File: src/rtl/button_conditioner.sv
// ---------------------------------------------------------------------------
// button_conditioner
//
// Four-channel push-button front end for the alarm clock keys. Each raw,
// asynchronous, bouncy button is synchronised, debounced and turned into a
// clean level plus one-cycle press (with optional hold auto-repeat) and
// release pulses.
//
// Ports
//   clk          system clock, rising edge
//   rst_n        asynchronous active-low reset
//   en           enable; low clears everything synchronously every cycle
//   btn_raw      raw active-high buttons, asynchronous to clk
//   btn_level    debounced level per channel (feeds encoder Y3..Y0)
//   btn_press    one-cycle pulse on accepted press and on every auto-repeat
//   btn_release  one-cycle pulse on accepted release
//   any_pressed  OR of all debounced levels
// ---------------------------------------------------------------------------
module button_conditioner #(
    parameter int DEBOUNCE_CYCLES = 1000,
    parameter int REPEAT_DELAY    = 5000,
    parameter int REPEAT_PERIOD   = 1000,
    parameter int CNT_W           = 16
) (
    input  logic       clk,
    input  logic       rst_n,
    input  logic       en,
    input  logic [3:0] btn_raw,
    output logic [3:0] btn_level,
    output logic [3:0] btn_press,
    output logic [3:0] btn_release,
    output logic       any_pressed
);

    typedef enum logic {
        IDLE = 1'b0,
        HELD = 1'b1
    } state_t;

    localparam logic [CNT_W-1:0] DB_LAST  = CNT_W'(DEBOUNCE_CYCLES - 1);
    localparam logic [CNT_W-1:0] DELAY_V  = CNT_W'(REPEAT_DELAY);
    localparam logic [CNT_W-1:0] PERIOD_V = CNT_W'(REPEAT_PERIOD);
    localparam logic [CNT_W-1:0] ONE      = CNT_W'(1);
    localparam bit               RPT_ON   = (REPEAT_DELAY != 0);

    logic [3:0]       s1;
    logic [3:0]       s2;
    state_t           state        [4];
    state_t           state_next   [4];
    logic [CNT_W-1:0] db_cnt       [4];
    logic [CNT_W-1:0] db_next      [4];
    logic [CNT_W-1:0] rpt_cnt      [4];
    logic [CNT_W-1:0] rpt_cnt_next [4];
    logic [CNT_W-1:0] rpt_lim      [4];
    logic [CNT_W-1:0] rpt_lim_next [4];
    logic [3:0]       press_next;
    logic [3:0]       release_next;
    logic [3:0]       accept;

    // The debounced level is simply the FSM state; a change is accepted on
    // the edge that would complete DEBOUNCE_CYCLES consecutive mismatches.
    always_comb begin
        btn_level = '0;
        accept    = '0;
        for (int i = 0; i < 4; i++) begin
            btn_level[i] = (state[i] == HELD);
            accept[i]    = (s2[i] != btn_level[i]) && (db_cnt[i] == DB_LAST);
        end
    end

    assign any_pressed = |btn_level;

    // Next-state logic per channel. A release takes priority over a repeat
    // so press and release can never pulse together on one channel.
    always_comb begin
        state_next   = state;
        db_next      = db_cnt;
        rpt_cnt_next = rpt_cnt;
        rpt_lim_next = rpt_lim;
        press_next   = '0;
        release_next = '0;
        for (int i = 0; i < 4; i++) begin
            if ((s2[i] == btn_level[i]) || accept[i]) begin
                db_next[i] = '0;
            end else begin
                db_next[i] = db_cnt[i] + ONE;
            end

            case (state[i])
                IDLE: begin
                    if (accept[i]) begin
                        state_next[i]   = HELD;
                        press_next[i]   = 1'b1;
                        rpt_cnt_next[i] = '0;
                        rpt_lim_next[i] = DELAY_V;
                    end
                end
                HELD: begin
                    if (accept[i]) begin
                        state_next[i]   = IDLE;
                        release_next[i] = 1'b1;
                        rpt_cnt_next[i] = '0;
                    end else if (RPT_ON) begin
                        if (rpt_cnt[i] == rpt_lim[i] - ONE) begin
                            press_next[i]   = 1'b1;
                            rpt_cnt_next[i] = '0;
                            rpt_lim_next[i] = PERIOD_V;
                        end else begin
                            rpt_cnt_next[i] = rpt_cnt[i] + ONE;
                        end
                    end
                end
                default: begin
                    state_next[i] = IDLE;
                end
            endcase
        end
    end

    // State registers. en low behaves like a synchronous reset, so partial
    // debounce counts are discarded and a held key must re-qualify.
    always_ff @(posedge clk or negedge rst_n) begin
        if (!rst_n) begin
            s1          <= '0;
            s2          <= '0;
            btn_press   <= '0;
            btn_release <= '0;
            for (int i = 0; i < 4; i++) begin
                state[i]   <= IDLE;
                db_cnt[i]  <= '0;
                rpt_cnt[i] <= '0;
                rpt_lim[i] <= '0;
            end
        end else if (!en) begin
            s1          <= '0;
            s2          <= '0;
            btn_press   <= '0;
            btn_release <= '0;
            for (int i = 0; i < 4; i++) begin
                state[i]   <= IDLE;
                db_cnt[i]  <= '0;
                rpt_cnt[i] <= '0;
                rpt_lim[i] <= '0;
            end
        end else begin
            s1          <= btn_raw;
            s2          <= s1;
            btn_press   <= press_next;
            btn_release <= release_next;
            for (int i = 0; i < 4; i++) begin
                state[i]   <= state_next[i];
                db_cnt[i]  <= db_next[i];
                rpt_cnt[i] <= rpt_cnt_next[i];
                rpt_lim[i] <= rpt_lim_next[i];
            end
        end
    end

endmodule

File: config.mk
export PLATFORM = sky130hd
export DESIGN_NAME = button_conditioner
export DESIGN_NICKNAME = d
export VERILOG_FILES = /design/src/rtl/button_conditioner.sv
export SDC_FILE = /design/constraint.sdc
export NUM_CORES = 1
export LEC_CHECK = 0
export CAP_MARGIN = 30
export CORE_ASPECT_RATIO = 0.7
export CORE_MARGIN = 2
export CORE_UTILIZATION = 35
export CTS_CLUSTER_DIAMETER = 150
export CTS_CLUSTER_SIZE = 24
export DETAILED_ROUTE_END_ITERATION = 12
export GPL_TIMING_DRIVEN = 0
export PLACE_DENSITY_LB_ADDON = 0.3
export SYNTH_ARGS = -nofsm -noshare
export SYNTH_HDL_FRONTEND = slang
export SYNTH_SLANG_ARGS = --single-unit
export TNS_END_PERCENT = 20
File: constraint.sdc
create_clock -name clk -period 7.05 [get_ports clk]
set_input_delay 0.705 -clock clk [delete_from_list [all_inputs] [get_ports clk]]
set_output_delay 0.705 -clock clk [all_outputs]
set_load 0.005 [all_outputs]
* Word-level counts from Yosys, hierarchy flattened
Cells that the tools add are included.
Word-level totals: register bits after elaboration 212, input bits 7, output and inout bits 13, logic and storage cells 149
Operators by class: add/subtract/negate cells 12, equality and inequality tests 28, muxes and demuxes 72, bitwise logic cells 4, reduce and logical (&&, ||, !) cells 13
Operator list (count):
- 16-bit 2-to-1 mux | 28
- 16-bit case mux with 2 select lines | 8
- 64-bit 2-to-1 mux | 3
- 16-bit by 1-bit adder with 16-bit output, second input constant | 8
- 16-bit by 10-bit == test with 1-bit output, second input constant | 4
- 16-bit == test | 4
- 16-bit by 1-bit subtractor with 16-bit output, second input constant | 4
- 3-bit != test, second input constant | 8
- 1-bit 2-to-1 mux | 20
- 4-bit 2-to-1 mux | 5
- 1-bit case mux with 2 select lines | 8
- 3-bit by 2-bit != test with 1-bit output, second input constant | 4
- 3-bit AND reduction | 4
- 1-bit == test | 4
- 1-bit logical AND | 4
- 1-bit logical OR | 4
- 1-bit != test | 4
- 1-bit inverter | 4
- 4-bit OR reduction | 1

* Logic depth before layout (Yosys ltp)
Gate-level depths: netlist (run 1).
depth in word-level cells 6, depth in mapped cells 10, depth with buffers taken out 8

* Worst setup path after synthesis (run 1)
No wires, ideal clock.
path type register to register, start reg rpt_lim[25] (netlist name), end reg rpt_cnt[22] (netlist name), library setup time 119 ps, data arrival time 2731 ps, data required time 6931 ps, path slack 4200 ps, stages on the path, launching flop included 11, path buffers 2, clock period less this slack 2850 ps, cells stage by stage dfrtp_1 > inv_1 > ha_1 > xnor2_1 > or4_1 > a211o_1 > or4_1 > buf_2 > a41oi_2 > buf_6 > nor2_1
Between the ends: cells in the longest elaborated chain, start to end 6
Ends and longest elaborated chain:
- from (decl) | line 54 | logic [CNT_W-1:0] rpt_lim [4];
- from (signal, indexed assignment) | line 154 | rpt_lim[i] <= rpt_lim_next[i];
- 16-bit by 1-bit subtractor with 16-bit output | line 104 | if (rpt_cnt[i] == rpt_lim[i] - ONE) begin
- 16-bit == test | line 104
- 16-bit 2-to-1 mux | line 104
- 16-bit 2-to-1 mux | line 99 | if (accept[i]) begin
- 16-bit case mux with 2 select lines | line 89 | case (state[i])
- 64-bit 2-to-1 mux | line 134 | end else if (!en) begin
- to (signal, indexed assignment) | line 153 | rpt_cnt[i] <= rpt_cnt_next[i];
- to (decl) | line 52 | logic [CNT_W-1:0] rpt_cnt [4];
No other way between the ends. A chain may end at the register's enable or synchronous reset.

* Worst setup path in the final report (run 1)
Same ends and word-level chain as after synthesis.

==> impl_metrics.csv, run 1 <==
group,metric,value,unit
timing,slew_violations,0,
timing,setup_violations,0,
timing,fmaxAchievable,318,MHz
timing,period_minus_slack,3.15,ns
clock_tree,cts_max_level,4,
timing,finalCritPeriodShare,44.6,%
floorplanning,die_y,137,µm
worst_setup_path,cp_common_cell,"or4_1",
power_and_ir_drop,irDropWorstVdd,0.182,mV
routing,ant_nets,0,
synthesis,synthesis.area,8780,µm²
worst_setup_path,reg2reg_depth,10,
floorplanning,dieArea,26400,µm²
global_routing,grt_busiest_layer,"met1",
worst_setup_path,critical_path.max_stage_delay,0.54,ns
global_routing,grt_max_degree,116,
global_routing,use_met3,3.18,%
synthesis,netlist-cell-type-count,58,
place,portBuffers,19,
global_routing,grt_overflow,0,
worst_setup_path,critical_path_class,"reg -> reg",
timing,clock_skew,0.00930,ns
timing,max_slew_margin,38.8,%
place,place_area,9410,µm²
outcome,status,"finished clean",
worst_setup_path,critPathMaxFanout,10,
worst_setup_path,reg2reg_from,"rpt_lim[25]$_DFFE_PN0P_",
clock_tree,cts_setup_buffers,0,
worst_setup_path,required,7.37,ns
clock_tree,numCtsBuffers,17,
layout,diodes,0,
worst_setup_path,cp_slowest_cell,"or4_1",
place,gp_congestion,0.832,
synthesis,netlist_instances,955,
clock_tree,clock_path_buffers,2,
routing,first_iter_violations,481,
worst_setup_path,rrSetupSlack,3.90,ns
layout,fill_cells,2408,
clock_tree,clk_pin_slew_worst_paths,0.06,ns
layout,layout_common_cells,"160 x dfrtp_1, 133 x nor2_1, 93 x nand2_1, 63 x nand3_1, 62 x xnor2_1",
timing,rsz0062_at_grt,"no",
global_routing,grt_pass1_vias,6370,
layout,drive_above_1_share,4.77,%
floorplanning,initial_core_util,35.7,%
layout,final_util,40.8,%
global_routing,grt_usage,15.6,%
place,dp_hpwl,13400,µm
clock_tree,clk_latency,0.44,ns
synthesis,ys.flop_type,"dfrtp_1",
worst_hold_path,worstHoldPathType,"in -> async",
routing,vias,6881,
global_routing,grt.met1_usage,24.1,%
clock_tree,cts.sinks,160,
routing,wl_per_cell,14.8,µm
worst_setup_path,r2r-end,"rpt_cnt[22]$_DFFE_PN0P_",
clock_tree,cts_tree,"done",
layout,layout_commonest_cell,"dfrtp_1",
synthesis,ys_seq_area_share,45.6,%
clock_tree,cts_resized,0,
floorplanning,core-area,24600,µm²
timing,tightest_slew,0.914,ns
power_and_ir_drop,p_leak,0.00416,µW
routing,vias_per_cell,5.17,
synthesis,ys_seq_elements,160,
worst_setup_path,worstSetupEndpointType,"flop",
worst_setup_path,crit_arrival,3.47,ns
synthesis,yosys_warnings,0,
synthesis,synth_edf_count,0,
routing,firstDrtPassIters,5,
layout,layout-area-overhead-vs-synth,14.3,%
routing,totalWireLength,19700,µm
synthesis,syn_nets,989,
power_and_ir_drop,p_per_area,197,nW/µm²
synthesis,avgSynthCellArea,9.20,µm²
clock_tree,cts_hold_buf,0,
timing,setup_tns,0,ns
layout,finalNonFillerCells,1332,
run,max-cap-violations,0,
clock_tree,cts_root_buf,"clkbuf_16",
layout,design_area,10000,µm²
floorplanning,rows,48,
floorplanning,ioPinCount,20,
global_routing,met2_usage,22.1,%
layout,layout.nets,1028,
worst_setup_path,start_kind,"flop",
place,dp_cells,1300,
timing,hold_slack,0.151,ns
worst_setup_path,crit_chain,"inv_1 > ha_1 > xnor2_1 > or4_1 > a211o_1 > or4_1 > buf_2 > a41oi_2 > buf_6 > nor2_1",
synthesis,async_reset_ff_share,100,%
routing,route.detailed.drc,0,
floorplanning,die_w,193,µm
timing,hold_violations,0,
global_routing,grt_pass1_wl,33300,µm
global_routing,antenna_found_initial,0,
state kept, by name, summed over array words and instances, names as in the netlist:
name	count
s2	4
rpt_lim	12
db_cnt	64
s1	4
btn_level	4
btn_press	4
btn_release	4
rpt_cnt	64
power by group:
| part | leakage, µW | switching, µW | internal (µW) | total, µW |
|---|---|---|---|---|
| Sequential | 0.00223 | 2.91 | 921 | 924 |
| Clock | 0.000297 | 399 | 605 | 1000 |
| Combinational | 0.00163 | 39.0 | 13.2 | 52.2 |
| Total | 0.00416 | 441 | 1540 | 1980 |
synth_stat cells (5+ instances only):
cell | n | area, µm²
and4_1 | 9 | 78.8
o31ai_1 | 9 | 67.6
ha_1 | 27 | 338
nand2_1 | 93 | 349
or4_1 | 11 | 82.6
nor4b_1 | 6 | 52.6
a21oi_1 | 16 | 80.1
nor3b_1 | 6 | 45.0
or2_2 | 7 | 43.8
a21o_1 | 6 | 45.0
or3_1 | 8 | 50.1
inv_1 | 26 | 97.6
nand2b_1 | 6 | 37.5
nor2b_1 | 11 | 68.8
xnor2_1 | 62 | 543
nand4_1 | 29 | 181
nor2_1 | 133 | 499
nand3_1 | 63 | 315
and3_1 | 30 | 188
a31oi_1 | 18 | 113
dfrtp_1 | 160 | 4000
nand3b_1 | 6 | 45.0
o22ai_1 | 5 | 31.3
nor3_1 | 21 | 105
o21ai_0 | 25 | 125
clkbuf_1 | 30 | 113
a21boi_0 | 6 | 45.0
nor4_1 | 15 | 93.8
xor2_1 | 38 | 333
a221o_1 | 6 | 60.1
o21a_1 | 5 | 37.5
and2_1 | 19 | 119
worst max-delay path, delay by kind of cell (launching register included):
family          cells  cell delay, ns
compound gates      2            0.53
xor+xnor            1            0.13
flops               1            0.44
fa+ha+maj           1            0.33
buf+inv             3            0.52
simple gates        3            1.10
per-stage QoR:
stage / power [µW] / worst slack (ns)
2_1_floorplan: 961 / 4.20
3_3_place_gp: 994 / -1.65
3_5_place_dp: 995 / 3.73
4_1_cts: 2000 / 3.93
5_1_grt: 2050 / 3.71
6_report: 1980 / 3.90
worst max path at each step:
stage                                       start                 endpoint  slack, ns  depth (start not counted)
after floorplan           rpt_lim[25]$_DFFE_PN0P_  rpt_cnt[22]$_DFFE_PN0P_       4.20                         10
after global placement                      rst_n  rpt_cnt[34]$_DFFE_PN0P_      -1.65                          1
after detailed placement                       en  rpt_lim[22]$_DFFE_PN0P_       3.73                          5
after CTS                 rpt_lim[25]$_DFFE_PN0P_  rpt_cnt[25]$_DFFE_PN0P_       3.93                         10
after global routing      rpt_lim[25]$_DFFE_PN0P_  rpt_cnt[25]$_DFFE_PN0P_       3.71                         10
final                     rpt_lim[25]$_DFFE_PN0P_  rpt_cnt[22]$_DFFE_PN0P_       3.90                         10
logic make-up after synthesis:
| kind of cell | Yosys count | synth area share [%] |
|---|---|---|
| simple gates | 482 | 28.0 |
| flops | 160 | 45.6 |
| compound gates | 123 | 9.61 |
| xor+xnor | 100 | 9.97 |
| buf+inv | 60 | 2.68 |
| fa+ha+maj | 27 | 3.85 |
| mux | 3 | 0.342 |
routing by layer:
layer / share of wire, % / up-vias
met5: 0 / -
li1: - / 3443
met3: 4.0 / 14
met1: 55 / 3299
met4: 1.0 / 0
met2: 40 / 125
final cells by class:
cell class	instances	area (µm²)	share of cell area (%)
Buffer	34	138	1.37
Clock buffer	20	447	4.45
Clock inverter	12	183	1.82
Inverter	26	97.6	0.972
Multi-Input combinational cell	735	4550	45.3
Sequential cell	160	4000	39.9
Tap cell	325	407	4.05
Timing Repair Buffer	20	223	2.22
Power figures use the tool's default switching activity.
==> run 2, diff against run 1 <==
Clock period 7.05 ns to 2.9 ns, I/O delays scaled along.
==> impl_metrics.csv, run 2 (same netlist as run 1, synthesis figures left out) <==
group,metric,value,unit
worst_setup_path,start_kind,"flop",
power_and_ir_drop,p_leak,0.00422,µW
floorplanning,dieArea,26400,µm²
layout,fill_cells,2405,
place,gp_congestion,0.832,
clock_tree,numCtsBuffers,17,
clock_tree,cts_tree,"done",
floorplanning,core-area,24600,µm²
global_routing,antenna_found_initial,0,
worst_setup_path,rrSetupSlack,0.10,ns
timing,clock_skew,0.0104,ns
floorplanning,ioPinCount,20,
place,dp_hpwl,13400,µm
timing,finalCritPeriodShare,96.5,%
clock_tree,clock_path_buffers,2,
worst_setup_path,critical_path_class,"reg -> reg",
routing,wl_per_cell,14.9,µm
routing,vias_per_cell,5.14,
routing,ant_nets,0,
routing,vias,6893,
routing,firstDrtPassIters,4,
global_routing,grt_pass1_wl,33600,µm
timing,tightest_slew,0.909,ns
global_routing,grt_pass1_vias,6420,
timing,setup_tns,0,ns
power_and_ir_drop,irDropWorstVdd,0.437,mV
layout,layout_commonest_cell,"dfrtp_1",
floorplanning,initial_core_util,35.7,%
clock_tree,cts_max_level,4,
power_and_ir_drop,power_switching,1070,µW
worst_hold_path,worstHoldPathType,"in -> async",
worst_setup_path,reg2reg_from,"rpt_lim[22]$_DFFE_PN0P_",
timing,rsz0062_at_grt,"yes",
layout,drive_above_1_share,7.00,%
floorplanning,die_w,193,µm
layout,reg.largest.list,"db_cnt x64, rpt_cnt x64, rpt_lim x12",
power_and_ir_drop,comb_power_share,2.7,%
layout,diodes,0,
floorplanning,rows,48,
worst_setup_path,crit_arrival,3.12,ns
clock_tree,clk_pin_slew_worst_paths,0.07,ns
power_and_ir_drop,internal_power,3750,µW
place,portBuffers,19,
power_and_ir_drop,clkPwrFrac,50.6,%
timing,period_minus_slack,2.80,ns
worst_setup_path,required,3.22,ns
layout,final_util,41.4,%
worst_setup_path,critPathMaxFanout,5,
outcome,status,"finished clean",
floorplanning,die_y,137,µm
global_routing,grt_usage,15.8,%
timing,fmaxAchievable,357,MHz
layout,layout.nets,1036,
power_and_ir_drop,p_per_area,472,nW/µm²
layout,layout-area-overhead-vs-synth,16.0,%
worst_setup_path,worstSetupEndpointType,"flop",
routing,first_iter_violations,410,
power_and_ir_drop,power_switching_share,22.2,%
power_and_ir_drop,p_seq_share,46.7,%
worst_setup_path,reg2reg_depth,10,
clock_tree,clk_latency,0.43,ns
run,max-cap-violations,0,
timing,max_slew_margin,39.1,%
timing,setup_violations,0,
clock_tree,cts_root_buf,"clkbuf_16",
routing,route.detailed.drc,0,
timing,hold_violations,0,
global_routing,grt_overflow,0,
worst_setup_path,r2r-end,"rpt_cnt[25]$_DFFE_PN0P_",
worst_setup_path,startpoint,"rpt_lim[22]$_DFFE_PN0P_",
global_routing,grt_max_degree,116,
clock_tree,cts.sinks,160,
layout,layout_common_cells,"159 x dfrtp_1, 132 x nor2_1, 93 x nand2_1, 63 x nand3_1, 62 x xnor2_1",
routing,totalWireLength,20000,µm
timing,slew_violations,0,
[run 2: worst max path at each step]
stage                               to  depth (start not counted)  slack [ns]
2_1_floorplan  rpt_cnt[31]$_DFFE_PN0P_                         10        0.05
3_3_place_gp   rpt_cnt[34]$_DFFE_PN0P_                          1       -5.38
3_5_place_dp   rpt_cnt[31]$_DFFE_PN0P_                         10       -0.21
4_1_cts        rpt_cnt[25]$_DFFE_PN0P_                         11        0.04
5_1_grt        rpt_cnt[40]$_DFFE_PN0P_                         10       -0.02
6_report       rpt_cnt[25]$_DFFE_PN0P_                         10        0.10
[run 2: area by class of cell]
class | instances | area, µm² | share of cell area, %
buffer | 33 | 141 | 1.39
clock buffer | 20 | 447 | 4.38
clock inverter | 12 | 183 | 1.79
inverter | 26 | 97.6 | 0.958
multi-input combinational | 735 | 4600 | 45.1
sequential | 160 | 4010 | 39.3
tap | 325 | 407 | 3.99
timing repair buffer | 29 | 313 | 3.07
[run 2: layer usage]
layer | GRT usage, % | vias to the layer above | wire length, µm | part of all wire, %
met1 | 24.2 | 3315 | 10900 | 54
met2 | 22.5 | 108 | 8190 | 41
met4 | 4.07 | 0 | 152 | 0.76
li1 | - | 3459 | - | -
met5 | 0 | - | 0 | 0
met3 | 3.15 | 11 | 752 | 3.8
[run 2: what timing repair did]
action                                 4_1_cts  5_1_grt
resized for setup                            8       21
hold buffers                                 1        0
endpoints found under the hold margin       45        0
setup endpoints to repair                   13       56
pin swaps                                    3        3
gates cloned                                 1        0
buffers inserted                             6        1
[run 2: critical path, cell delays in order (launching register included)]
cell and delay [ns]:
dfrtp_2 0.42, buf_6 0.13, buf_12 0.11, ha_2 0.16
xnor2_1 0.12, or4_4 0.53, a211o_1 0.24, or4_4 0.47
a41oi_4 0.30, buf_6 0.16, nor2_1 0.05
[run 2: stage by stage]
step	instance area, µm²	hold WS [ns]	setup slack, ns	cells	power, µW
detailed placement	9410	0.214	-0.210	1300	2420
global route	10200	0.367	-0.0181	1340	4990
global placement	9380	0.445	-5.38	1299	2420
floorplan	8780	-0.00559	0.0498	955	2340
CTS	10100	0.347	0.0398	1340	4880
finish	10200	0.338	0.103	1340	4810
[run 2: power groups by stage]
stage | Sequential, µW | Clock, µW | Combinational [µW]
floorplan | 2290 | 0 | 48.9
global placement | 2290 | 0 | 126
detailed placement | 2290 | 0 | 132
CTS | 2250 | 2490 | 137
global route | 2250 | 2590 | 150
finish | 2250 | 2430 | 131
